[src/rtl/demux_1x8_reg_n_pkg.sv]
// rtl/demux_1x8_reg_n_pkg.sv - shared FSM states, bank geometry and slot helpers
package demux_1x8_reg_n_pkg;

  localparam int SLOTS = 8;
  localparam int BITS_DEF = 7;

  typedef enum logic [1:0] {
    VAZIO   = 2'd0,
    PARCIAL = 2'd1,
    CHEIO   = 2'd2
  } state_t;

  function automatic logic [SLOTS-1:0] slot_mask(input logic [2:0] idx);
    logic [SLOTS-1:0] m;
    m = '0;
    m[idx] = 1'b1;
    return m;
  endfunction

endpackage

[src/rtl/demux_1x8_reg_n_if.sv]
// rtl/demux_1x8_reg_n_if.sv - write port and bank status bundle
import demux_1x8_reg_n_pkg::*;

interface demux_1x8_reg_n_if #(parameter int BITS = BITS_DEF);
  logic                       clear;
  logic                       we;
  logic                       auto_mode;
  logic [2:0]                 sel;
  logic [BITS-1:0]            d;
  logic [SLOTS-1:0][BITS-1:0] q;
  logic [SLOTS-1:0]           valid;
  logic [2:0]                 ptr;
  logic                       full;
  logic                       done;
  logic                       overrun;
  state_t                     state;

  modport master (
    output clear, we, auto_mode, sel, d,
    input  q, valid, ptr, full, done, overrun, state
  );

  modport slave (
    input  clear, we, auto_mode, sel, d,
    output q, valid, ptr, full, done, overrun, state
  );
endinterface

[src/rtl/demux_1x8_reg_n_contador_m3.sv]
// rtl/demux_1x8_reg_n_contador_m3.sv - mod-8 counter with sync clear and enable
module contador_m3 (
  input  logic       clock,
  input  logic       reset,
  input  logic       clear,
  input  logic       en,
  output logic [2:0] count
);

  always_ff @(posedge clock or posedge reset) begin
    if (reset) begin
      count <= 3'd0;
    end else if (clear) begin
      count <= 3'd0;
    end else if (en) begin
      count <= count + 3'd1;
    end
  end

endmodule

[src/rtl/demux_1x8_reg_n.sv]
// rtl/demux_1x8_reg_n.sv - registered 1-to-8 write distributor with fill tracking
import demux_1x8_reg_n_pkg::*;

module demux_1x8_reg_n #(
  parameter int BITS = BITS_DEF
) (
  input  logic              clock,
  input  logic              reset,
  demux_1x8_reg_n_if.slave  bus
);

  logic [SLOTS-1:0][BITS-1:0] q_r;
  logic [SLOTS-1:0]           valid_r;
  logic [2:0]                 ptr;
  state_t                     state;
  logic                       done_r;
  logic                       overrun_r;

  logic             rejected;
  logic             accept;
  logic [2:0]       target;
  logic [SLOTS-1:0] next_valid;

  // Only pointer-driven writes bounce off a full bank; explicit writes overwrite.
  assign rejected   = bus.we && !bus.clear && (state == CHEIO) && bus.auto_mode;
  assign accept     = bus.we && !bus.clear && !rejected;
  assign target     = bus.auto_mode ? ptr : bus.sel;
  assign next_valid = valid_r | slot_mask(target);

  contador_m3 u_ptr (
    .clock (clock),
    .reset (reset),
    .clear (bus.clear),
    .en    (accept && bus.auto_mode),
    .count (ptr)
  );

  always_ff @(posedge clock or posedge reset) begin
    if (reset) begin
      q_r       <= {SLOTS{{BITS{1'b1}}}};
      valid_r   <= '0;
      state     <= VAZIO;
      done_r    <= 1'b0;
      overrun_r <= 1'b0;
    end else begin
      done_r    <= 1'b0;
      overrun_r <= 1'b0;
      if (bus.clear) begin
        q_r     <= {SLOTS{{BITS{1'b1}}}};
        valid_r <= '0;
        state   <= VAZIO;
      end else if (rejected) begin
        overrun_r <= 1'b1;
      end else if (accept) begin
        q_r[target] <= bus.d;
        valid_r     <= next_valid;
        if (state != CHEIO && next_valid == {SLOTS{1'b1}}) begin
          state  <= CHEIO;
          done_r <= 1'b1;
        end else if (state == VAZIO) begin
          state <= PARCIAL;
        end
      end
    end
  end

  assign bus.q       = q_r;
  assign bus.valid   = valid_r;
  assign bus.ptr     = ptr;
  assign bus.full    = (state == CHEIO);
  assign bus.done    = done_r;
  assign bus.overrun = overrun_r;
  assign bus.state   = state;

endmodule
[src/flat_wrapper.sv]
// flat-port wrapper written by rule: the top's interface ports become plain ports
module demux_1x8_reg_n_flat 
#(
  parameter int BITS = BITS_DEF
)
  (clock, reset, bus_clear, bus_we, bus_auto_mode, bus_sel, bus_d, bus_q, bus_valid, bus_ptr, bus_full, bus_done, bus_overrun, bus_state);
  demux_1x8_reg_n_if #(.BITS(BITS)) bus_i ();
  input  logic clock;
  input  logic reset;
  input wire logic [$bits(bus_i.clear)-1:0] bus_clear;
  input wire logic [$bits(bus_i.we)-1:0] bus_we;
  input wire logic [$bits(bus_i.auto_mode)-1:0] bus_auto_mode;
  input wire logic [$bits(bus_i.sel)-1:0] bus_sel;
  input wire logic [$bits(bus_i.d)-1:0] bus_d;
  output wire logic [$bits(bus_i.q)-1:0] bus_q;
  output wire logic [$bits(bus_i.valid)-1:0] bus_valid;
  output wire logic [$bits(bus_i.ptr)-1:0] bus_ptr;
  output wire logic [$bits(bus_i.full)-1:0] bus_full;
  output wire logic [$bits(bus_i.done)-1:0] bus_done;
  output wire logic [$bits(bus_i.overrun)-1:0] bus_overrun;
  output wire logic [$bits(bus_i.state)-1:0] bus_state;
  assign bus_i.clear = bus_clear;
  assign bus_i.we = bus_we;
  assign bus_i.auto_mode = bus_auto_mode;
  assign bus_i.sel = bus_sel;
  assign bus_i.d = bus_d;
  assign bus_q = bus_i.q;
  assign bus_valid = bus_i.valid;
  assign bus_ptr = bus_i.ptr;
  assign bus_full = bus_i.full;
  assign bus_done = bus_i.done;
  assign bus_overrun = bus_i.overrun;
  assign bus_state = bus_i.state;
  demux_1x8_reg_n #(.BITS(BITS)) u_core (.clock(clock), .reset(reset), .bus(bus_i));
endmodule
[config.mk]
export PLATFORM = sky130hd
export DESIGN_NAME = demux_1x8_reg_n_flat
export DESIGN_NICKNAME = d
export VERILOG_FILES = /design/src/rtl/demux_1x8_reg_n_pkg.sv /design/src/rtl/demux_1x8_reg_n_if.sv /design/src/rtl/demux_1x8_reg_n_contador_m3.sv /design/src/rtl/demux_1x8_reg_n.sv /design/src/flat_wrapper.sv
export SDC_FILE = /design/constraint.sdc
export NUM_CORES = 1
export LEC_CHECK = 0
export ABC_AREA = 1
export CORE_UTILIZATION = 40
export DETAILED_ROUTE_END_ITERATION = 10
export PLACE_DENSITY = 0.68
export SYNTH_ARGS = -nofsm -noshare
export SYNTH_HDL_FRONTEND = slang
export SYNTH_SLANG_ARGS = --single-unit
[constraint.sdc]
create_clock -name clock -period 3.8 [get_ports clock]
set_input_delay 0.38 -clock clock [delete_from_list [all_inputs] [get_ports clock]]
set_output_delay 0.38 -clock clock [all_outputs]
set_load 0.005 [all_outputs]
-- After elaboration in Yosys (flattened, before gate mapping)
Cells that the tools add are included.
- add/sub/neg operators: 1
- multiply operators: 0
- divide/modulo/power cells: 0
- order comparisons: 2
- equal/unequal tests: 4
- shifts and indexed selects: 0
- muxes and demuxes: 25
- bitwise gates (word level): 1
- reductions and logical operators: 15
- operators by type and width (operator ; count):
    two-way mux 56 bit ; 3
    bitwise mux 56 bit ; 1
    two-way mux 8 bit ; 3
    demux 7 bit (select 3 bit) ; 1
    two-way mux 2 bit ; 5
    two-way mux 3 bit ; 3
    equality test 8 bit (second input constant) ; 1
    bitwise OR 8 bit ; 1
    logical AND 1 bit ; 7
    two-way mux 1 bit ; 7
    two-way mux 7 bit ; 1
    < comparator 3 x 4 -> 1 bit (second input constant) ; 1
    != test 2 bit (second input constant) ; 2
    nonzero test 2 bit ; 2
    adder 3 x 1 -> 3 bit (second input constant) ; 1
    demux 1 bit (select 3 bit) ; 1
    >= comparator 3 x 1 -> 1 bit (second input constant) ; 1
    AND reduction 3 bit ; 1
    nonzero test 3 bit ; 1
    equality test 2 bit (second input constant) ; 1
    logical NOT 1 bit ; 2
    logical NOT 2 bit ; 1
    AND reduction 2 bit ; 1
- bits in registers: 71
- bits in latches: 0
- memory bits (writable): 0
- memory bits (read-only): 0
- input port bits: 15
- output and inout port bits: 72
- logic and storage cells: 61
- memories: 0

-- Logic depth before layout (Yosys ltp)
Gate-level depths: netlist of the first run.
- depth after elaboration: 12
- depth in mapped cells: 14
- mapped depth without buffers: 13

-- Hierarchy
Synthesis of the first run repeated with hierarchy kept, for this count alone.
- cell total of the unflattened synthesis: 332
- area total of the unflattened synthesis: 3166.8 um^2
- modules (own cells, without submodules) (module ; instances ; cells each ; area an instance (um^2) ; sequential area each (um^2)):
    demux_1x8_reg_n ; 1 ; 314 ; 3022.9 ; 1771.7
    contador_m3 ; 1 ; 18 ; 143.9 ; 75.1

-- Least setup slack after synthesis of the first run
No wires, ideal clock.
- kind: input-to-reg
- start: input bus_clear
- end: register u_core.u_ptr.count[2]
- library setup time: 123 ps
- data arrival time: 1331 ps
- data required time: 3677 ps
- slack: 2345 ps
- cell stages on the path: 11
- path buffers: 1
- cells stage by stage: buf_6 -> inv_1 -> nand2_1 -> inv_1 -> nand2_1 -> inv_1 -> nand2_1 -> inv_1 -> nand2_1 -> o21ai_0 -> a21oi_1
- longest elaborated chain between the ends: 8
- elaborated cells on any way between the ends: 9
- those cells by class: mux: 1; reduce/logical: 8
- RTL lines (what ; line ; source):
    start: declaration ; flat_wrapper.sv:10 ; input wire logic [$bits(bus_i.clear)-1:0] bus_clear;
    logical NOT 1 bit ; demux_1x8_reg_n.sv:25, demux_1x8_reg_n.sv:26 ;
    logical AND 1 bit ; demux_1x8_reg_n.sv:25, demux_1x8_reg_n.sv:26 ;
    logical AND 1 bit (2 in a row) ; demux_1x8_reg_n.sv:25 ; assign rejected = bus.we && !bus.clear && (state == CHEIO) && bus.auto_mode;
    logical NOT 1 bit ; demux_1x8_reg_n.sv:26 ; assign accept = bus.we && !bus.clear && !rejected;
    logical AND 1 bit ; demux_1x8_reg_n.sv:26 ;
    logical AND 1 bit ; demux_1x8_reg_n.sv:34 ; .en (accept && bus.auto_mode),
    nonzero test 2 bit (no line) ; -- ;
    end signal: assignment ; demux_1x8_reg_n_contador_m3.sv:16 ; count <= count + 3'd1;
    end: declaration ; demux_1x8_reg_n_contador_m3.sv:7 ; output logic [2:0] count
Several ways; a longest one is shown, not always the timed one.
A chain may end at the register's enable or synchronous reset.

-- Final worst setup path of the first run
- start: register u_core.state[1] (netlist: u_core.bus.state[1])
- end: output bus_full
- longest elaborated chain between the ends: 1
- RTL lines (what ; line ; source):
    start: declaration ; demux_1x8_reg_n.sv:15 ; state_t state;
    start signal: assignment ; demux_1x8_reg_n.sv:42 ; state <= VAZIO;
    start signal: assignment ; demux_1x8_reg_n.sv:51 ; state <= VAZIO;
    start signal: assignment ; demux_1x8_reg_n.sv:58 ; state <= CHEIO;
    equality test 2 bit ; demux_1x8_reg_n.sv:70 ; assign bus.full = (state == CHEIO);
    end: declaration ; flat_wrapper.sv:18 ; output wire logic [$bits(bus_i.full)-1:0] bus_full;
Every way passes these cells.

==> impl_metrics.csv, run 1 <==
group,metric,value,unit
synth,yosysWarnings,0,
place,portBuffers,86,
layout,layout.nets,443,
global_route,grt_usage,18.5,%
clock_network,htree_levels,3,
sta,fin_ws,1.94,ns
setup_path,cp-start-kind,"flip-flop",
global_route,grt_overflow,0,
sta,finalCriticalPeriod,1.86,ns
die,core_area,7770,um^2
synth,seq_area_frac_synth,57.2,%
clock_network,cts-root-buf,"clkbuf_8",
setup_path,endpoint_kind,"output pin",
routing,drt_iter0_drc,191,
die,dieArea,8430,um^2
place,place.gp.congestion,0.876,
clock_network,cts_buffer_depth,2,
layout,final_cells,534,
synth,synthCells,339,
layout,area_delta_synth_final,32.7,%
setup_path,critical_path_required,3.42,ns
sta,tightest_slew,0.974,ns
power_and_ir_drop,switching_power,462,uW
clock_network,clkTransAtPathRegs,0.07,ns
clock_network,postCtsHoldBufs,0,
global_route,grt_pass1_vias,2363,
global_route,antenna_found_initial,0,
synth,synthesis.nets,355,
setup_path,crit_arrival,1.48,ns
power_and_ir_drop,power_density,415,nW/um^2
global_route,grt_pass1_wl,11900,um
sta,drv_slew,0,
min_path,min_path_type,"flip-flop to flip-flop",
sta,tns,0,ns
routing,drc,0,
die,die_x,91.8,um
routing,first_pass_iters,4,
setup_path,crit_path_max_incr_delay,0.52,ns
layout,n_fill_cell,695,
power_and_ir_drop,p_total,1780,uW
layout,final_common_cell,"clkdlybuf4s50_1",
sta,setup_viol,0,
synth,yosysUniqueCellTypes,24,
setup_path,cpMaxStageDelayCell,"clkdlybuf4s50_1",
place,placedCellCount,518,
synth,synth_area_leaders,"dfstp_2 (46%), dfrtp_1 (12%), a21oi_1 (7.9%)",
setup_path,critical_path_class,"flip-flop to output pin",
power_and_ir_drop,ir_drop,0.187,mV
power_and_ir_drop,p_leak,0.00190,uW
setup_path,crit_fanout,4,
synth,ys_seq_elements,71,
sta,rsz0062_at_grt,"false",
layout,num_antenna_cells,0,
die,io_pins,87,
routing,routed_wl,7260,um
place,hpwl,5250,um
die,start_util,41.6,%
power_and_ir_drop,seq_power_share,50.0,%
outcome,status,"finished clean",
sta,fin_crit_sh,49.1,%
synth,syn-mean-instance-area,9.52,um^2
sta,worst_slew_margin_rel,34.8,%
routing,via_per_inst,4.66,
power_and_ir_drop,p_int,1310,uW
routing,wl_per_cell,13.6,um
synth,synth_top_cell_by_area,"dfstp_2",
setup_path,path_cells,"inv_1, nor2_2, clkdlybuf4s50_1",
routing,postRouteAntennaNets,0,
clock_network,cts_buffers,9,
power_and_ir_drop,combPwrFrac,16.7,%
synth,synth_area,3230,um^2
synth,synth_top_area_share,45.6,%
power_and_ir_drop,p_clk_share,33.3,%
sta,fmax,537,MHz
layout,drive_gt1_share,25.2,%
routing,via_count,2491,
power_and_ir_drop,p_sw_share,26.0,%
sta,finClkSkew,0.00830,ns
place,post-place-ws,1.60,ns
clock_network,cts_tree,"built",
clock_network,insertion_delay,0.34,ns
clock_network,clock_sinks,71,
sta,hold_viol,0,
clock_network,cts_resized,0,
flow_run,drv_cap,0,
clock_network,post_cts_buffers,0,
die,rows,32,
die,fp.dieH,91.8,um
layout,final_cell_mix,"clkdlybuf4s50_1 (86), nor2_1 (68), dfstp_2 (56)",
global_route,grt_max_degree,48,
## through the flow
| stage | cell area (um^2) | hold WS (ns) | util [%] |
|---|---|---|---|
| floorplan | 3230 | 0.490 | - |
| global placement | 4090 | 0.490 | 52.6 |
| detailed placement | 4090 | 0.491 | 52.6 |
| CTS | 4280 | 0.506 | 55.1 |
| global route | 4280 | 0.519 | 55.1 |
| finish | 4280 | 0.505 | 55.1 |
## state kept, by name (all words and copies together), names as in the netlist
signal	count
u_core.bus.done	1
u_core.bus.overrun	1
u_core.bus.q	56
u_core.bus.state	2
u_core.bus.valid	8
u_core.u_ptr.count	3
## worst max-delay path, delay by kind of cell, from the launching register on
kind	cells	cell delay, ns
buf+inv	2	0.61
flops	1	0.40
simple gates	1	0.14
## power groups by stage
stage	Clock (uW)	Combinational, uW	Sequential, uW
2_1_floorplan	0	146	900
3_3_place_gp	0	295	899
3_5_place_dp	0	300	900
4_1_cts	612	301	888
5_1_grt	644	326	896
6_report	592	297	888
## path summary, 6_finish.rpt
| check | slack (ns) | startpoint | endpoint | cells past startpoint |
|---|---|---|---|---|
| max in group asynchronous | 2.41 | reset | u_core.bus.q[9]$_DFFE_PP1P_ | 3 |
| min | 0.50 | u_core.bus.q[45]$_DFFE_PP1P_ | u_core.bus.q[45]$_DFFE_PP1P_ | 2 |
| max reg2reg | 2.17 | u_core.bus.state[1]$_DFFE_PP0P_ | u_core.bus.q[27]$_DFFE_PP1P_ | 9 |
| min in group asynchronous | 0.58 | reset | u_core.bus.overrun$_DFF_PP0_ | 2 |
| max | 1.94 | u_core.bus.state[1]$_DFFE_PP0P_ | bus_full | 3 |
| min reg2reg | 0.50 | u_core.bus.q[45]$_DFFE_PP1P_ | u_core.bus.q[45]$_DFFE_PP1P_ | 2 |
## metal layers
layer  GRT usage [%]  routed length [um]
met5               0                   0
met4            5.86                  92
met3            4.81                 478
met2            29.2                3340
met1            24.9                3360
## Yosys cell counts (all sizes together)
cell type and number:
a21oi 58, dfrtp 15, nand3 11, dfstp 56
o22ai 1, o21ai 2, or2 6, ha 1
nand2 70, inv 34, nand4 1, o211ai 1
a21boi 1, buf 12, nor2 70
## final cells by class
| type | count | area, um^2 | share of cell area [%] |
|---|---|---|---|
| repair buffers | 89 | 883 | 20.6 |
| multi-input cells | 222 | 1090 | 25.6 |
| clock inverters | 6 | 70.1 | 1.64 |
| inverters | 34 | 133 | 3.10 |
| flip-flops and latches | 71 | 1850 | 43.1 |
| well taps | 102 | 128 | 2.98 |
| clock buffers | 10 | 128 | 2.98 |
## cells by family after synthesis
logic type	count (synthesis)	synth area share, %
buf+inv	46	8.88
flops	71	57.2
simple gates	158	22.8
fa+ha+maj	1	0.388
compound gates	63	10.8
Note: power is estimated with default switching activity, not from simulation.
==> inputs of run 2 (changes only) <==
Settings changed: PLACE_DENSITY 0.68 to 0.71.
Clock period 3.8 ns to 1.6 ns, I/O delays scaled along.
==> run 2 against run 1 <==
Compared with the run above: global-route usage shrank 0.24 points; clock power is 140% higher; sequential power grew 140%; via count grew 2.4%; die area unchanged; largest cell class unchanged; count of clock-buffer cells in the layout is the same; first-iteration DRC count shrank 48%; critical endpoint is now bus_q[17]; final area is 3.9% higher; highest routed layer unchanged.
==> impl_metrics.csv, run 2 (synthesis results as in run 1) <==
group,metric,value,unit
outcome,status,"finished clean",
setup_path,critical_path_required,1.44,ns
place,hpwl,5240,um
power_and_ir_drop,combPwrFrac,17.1,%
global_route,grt_pass1_vias,2455,
clock_network,cts_buffers,9,
routing,postRouteAntennaNets,0,
setup_path,path_cells,"clkdlybuf4s50_1",
clock_network,clock_sinks,71,
layout,final_common_cell,"clkdlybuf4s50_1",
setup_path,cp-endpoint,"bus_q[17]",
sta,fin_ws,0.0262,ns
setup_path,crit_start,"u_core.bus.q[17]$_DFFE_PP1P_",
sta,fmax,635,MHz
sta,finalCriticalPeriod,1.57,ns
sta,finClkSkew,0.00826,ns
clock_network,cts_tree,"built",
routing,first_pass_iters,4,
setup_path,critical_path_class,"flip-flop to output pin",
setup_path,cpMaxStageDelayCell,"clkdlybuf4s50_1",
power_and_ir_drop,ir_drop,0.441,mV
setup_path,crit_fanout,2,
sta,tightest_slew,0.807,ns
min_path,min_path_type,"input port to async pin",
routing,via_count,2550,
setup_path,cp.depth,1,
global_route,grt_pass1_wl,11800,um
clock_network,clkTransAtPathRegs,0.07,ns
die,start_util,41.6,%
global_route,grt_max_degree,72,
routing,drc,0,
layout,final_cell_mix,"clkdlybuf4s50_1 (84), nor2_1 (68), dfstp_2 (56)",
setup_path,crit_family,"buffers and inverters",
die,core_area,7770,um^2
sta,tns,0,ns
power_and_ir_drop,seq_power_share,49.1,%
clock_network,insertion_delay,0.34,ns
routing,routed_wl,7340,um
power_and_ir_drop,switching_power,1080,uW
setup_path,crit_arrival,1.41,ns
setup_path,crit_path_max_incr_delay,0.55,ns
sta,worst_slew_margin_rel,46.0,%
setup_path,reg2reg_to,"u_core.bus.state[1]$_DFFE_PP0P_",
layout,drive_gt1_share,28.6,%
setup_path,worstReg2RegStart,"u_core.u_ptr.count[0]$_DFFE_PP0P_",
place,portBuffers,86,
setup_path,ff2ff_setup_slack,0.11,ns
die,fp.dieH,91.8,um
power_and_ir_drop,p_leak,0.00202,uW
power_and_ir_drop,p_total,4300,uW
clock_network,postCtsHoldBufs,0,
sta,setup_viol,0,
routing,wl_per_cell,13.4,um
setup_path,ff2ff_path_depth,13,
sta,drv_slew,0,
setup_path,cp-start-kind,"flip-flop",
setup_path,endpoint_kind,"output pin",
sta,fin_hold_ws,0.250,ns
power_and_ir_drop,p_sw_share,25.1,%
place,place.gp.congestion,0.934,
sta,fin_crit_sh,98.4,%
layout,area_delta_synth_final,37.9,%
clock_network,cts-root-buf,"clkbuf_8",
sta,hold_viol,0,
die,die_x,91.8,um
power_and_ir_drop,p_clk_share,33.8,%
power_and_ir_drop,power_density,966,nW/um^2
global_route,antenna_found_initial,0,
global_route,grt_overflow,0,
setup_path,path_buf_inv,1,
routing,via_per_inst,4.64,
place,post-place-ws,-0.226,ns
global_route,grt_usage,18.3,%
die,rows,32,
die,dieArea,8430,um^2
layout,largest_register_ffs,56,
flow_run,drv_cap,0,
layout,layout.nets,459,
power_and_ir_drop,p_int,3220,uW
die,io_pins,87,
clock_network,cts_buffer_depth,2,
clock_network,htree_levels,3,
layout,num_antenna_cells,0,
routing,drt_iter0_drc,99,
[run 2: cell types whose count changed in the layout (fill, tap and decap cells not counted), moves of 2 or more]
cell / before / now
buf_4: 3 / 18
clkdlybuf4s50_1: 86 / 84
clkinv_2: 0 / 2
clkinv_4: 3 / 1
dlymetal6s2s_1: 0 / 2
nand2_2: 10 / 8
nand2_4: 8 / 10
nand3_1: 11 / 9
nand3_2: 0 / 2
[run 2: what timing repair did]
| item | in CTS | in global routing |
|---|---|---|
| resized for setup | 0 | 8 |
| pin swaps | 0 | 3 |
| setup endpoints to repair | 1 | 18 |
| setup buffers | 1 | 4 |
[run 2: worst min path at each step]
stage / startpoint / endpoint / slack, ns / cells past startpoint
after global routing: reset / u_core.bus.state[0]$_DFFE_PP0P_ / 0.30 / 3
final: reset / u_core.bus.state[0]$_DFFE_PP0P_ / 0.25 / 3
after detailed placement: u_core.bus.q[17]$_DFFE_PP1P_ / u_core.bus.q[17]$_DFFE_PP1P_ / 0.49 / 2
after floorplan: reset / u_core.bus.done$_DFF_PP0_ / 0.32 / 1
after global placement: u_core.bus.q[17]$_DFFE_PP1P_ / u_core.bus.q[17]$_DFFE_PP1P_ / 0.49 / 2
after CTS: reset / u_core.bus.state[0]$_DFFE_PP0P_ / 0.27 / 3
[run 2: through the flow]
step                util [%]  std cells  cell area (um^2)
finish                  57.3        549              4450
global route            57.3        549              4450
CTS                     56.6        545              4400
detailed placement      53.9        529              4180
global placement        53.9        529              4180
floorplan                  -        339              3230
[run 2: cell type report]
class                           instances  area (um^2)
Fill cell                             697         3320
Sequential cell                        71         1850
Multi-Input combinational cell        222         1110
Timing Repair Buffer                  105         1020
Clock buffer                           10          149
Inverter                               34          136
Tap cell                              102          128
Clock inverter                          5         56.3
[run 2: power groups by stage]
stage | sequential (uW) | clock (uW) | combinational [uW]
2_1_floorplan | 2140 | 0 | 347
3_3_place_gp | 2140 | 0 | 715
3_5_place_dp | 2140 | 0 | 732
4_1_cts | 2110 | 1500 | 735
5_1_grt | 2130 | 1560 | 807
6_report | 2110 | 1450 | 735
[run 2: metal layers]
metal  up-vias  GRT usage [%]  wire length, um
met5         -              0                0
met4         0           9.90              212
met3        14           3.32              374
met2        80           28.8             3370
met1      1181           23.9             3390
li1       1275              -                -
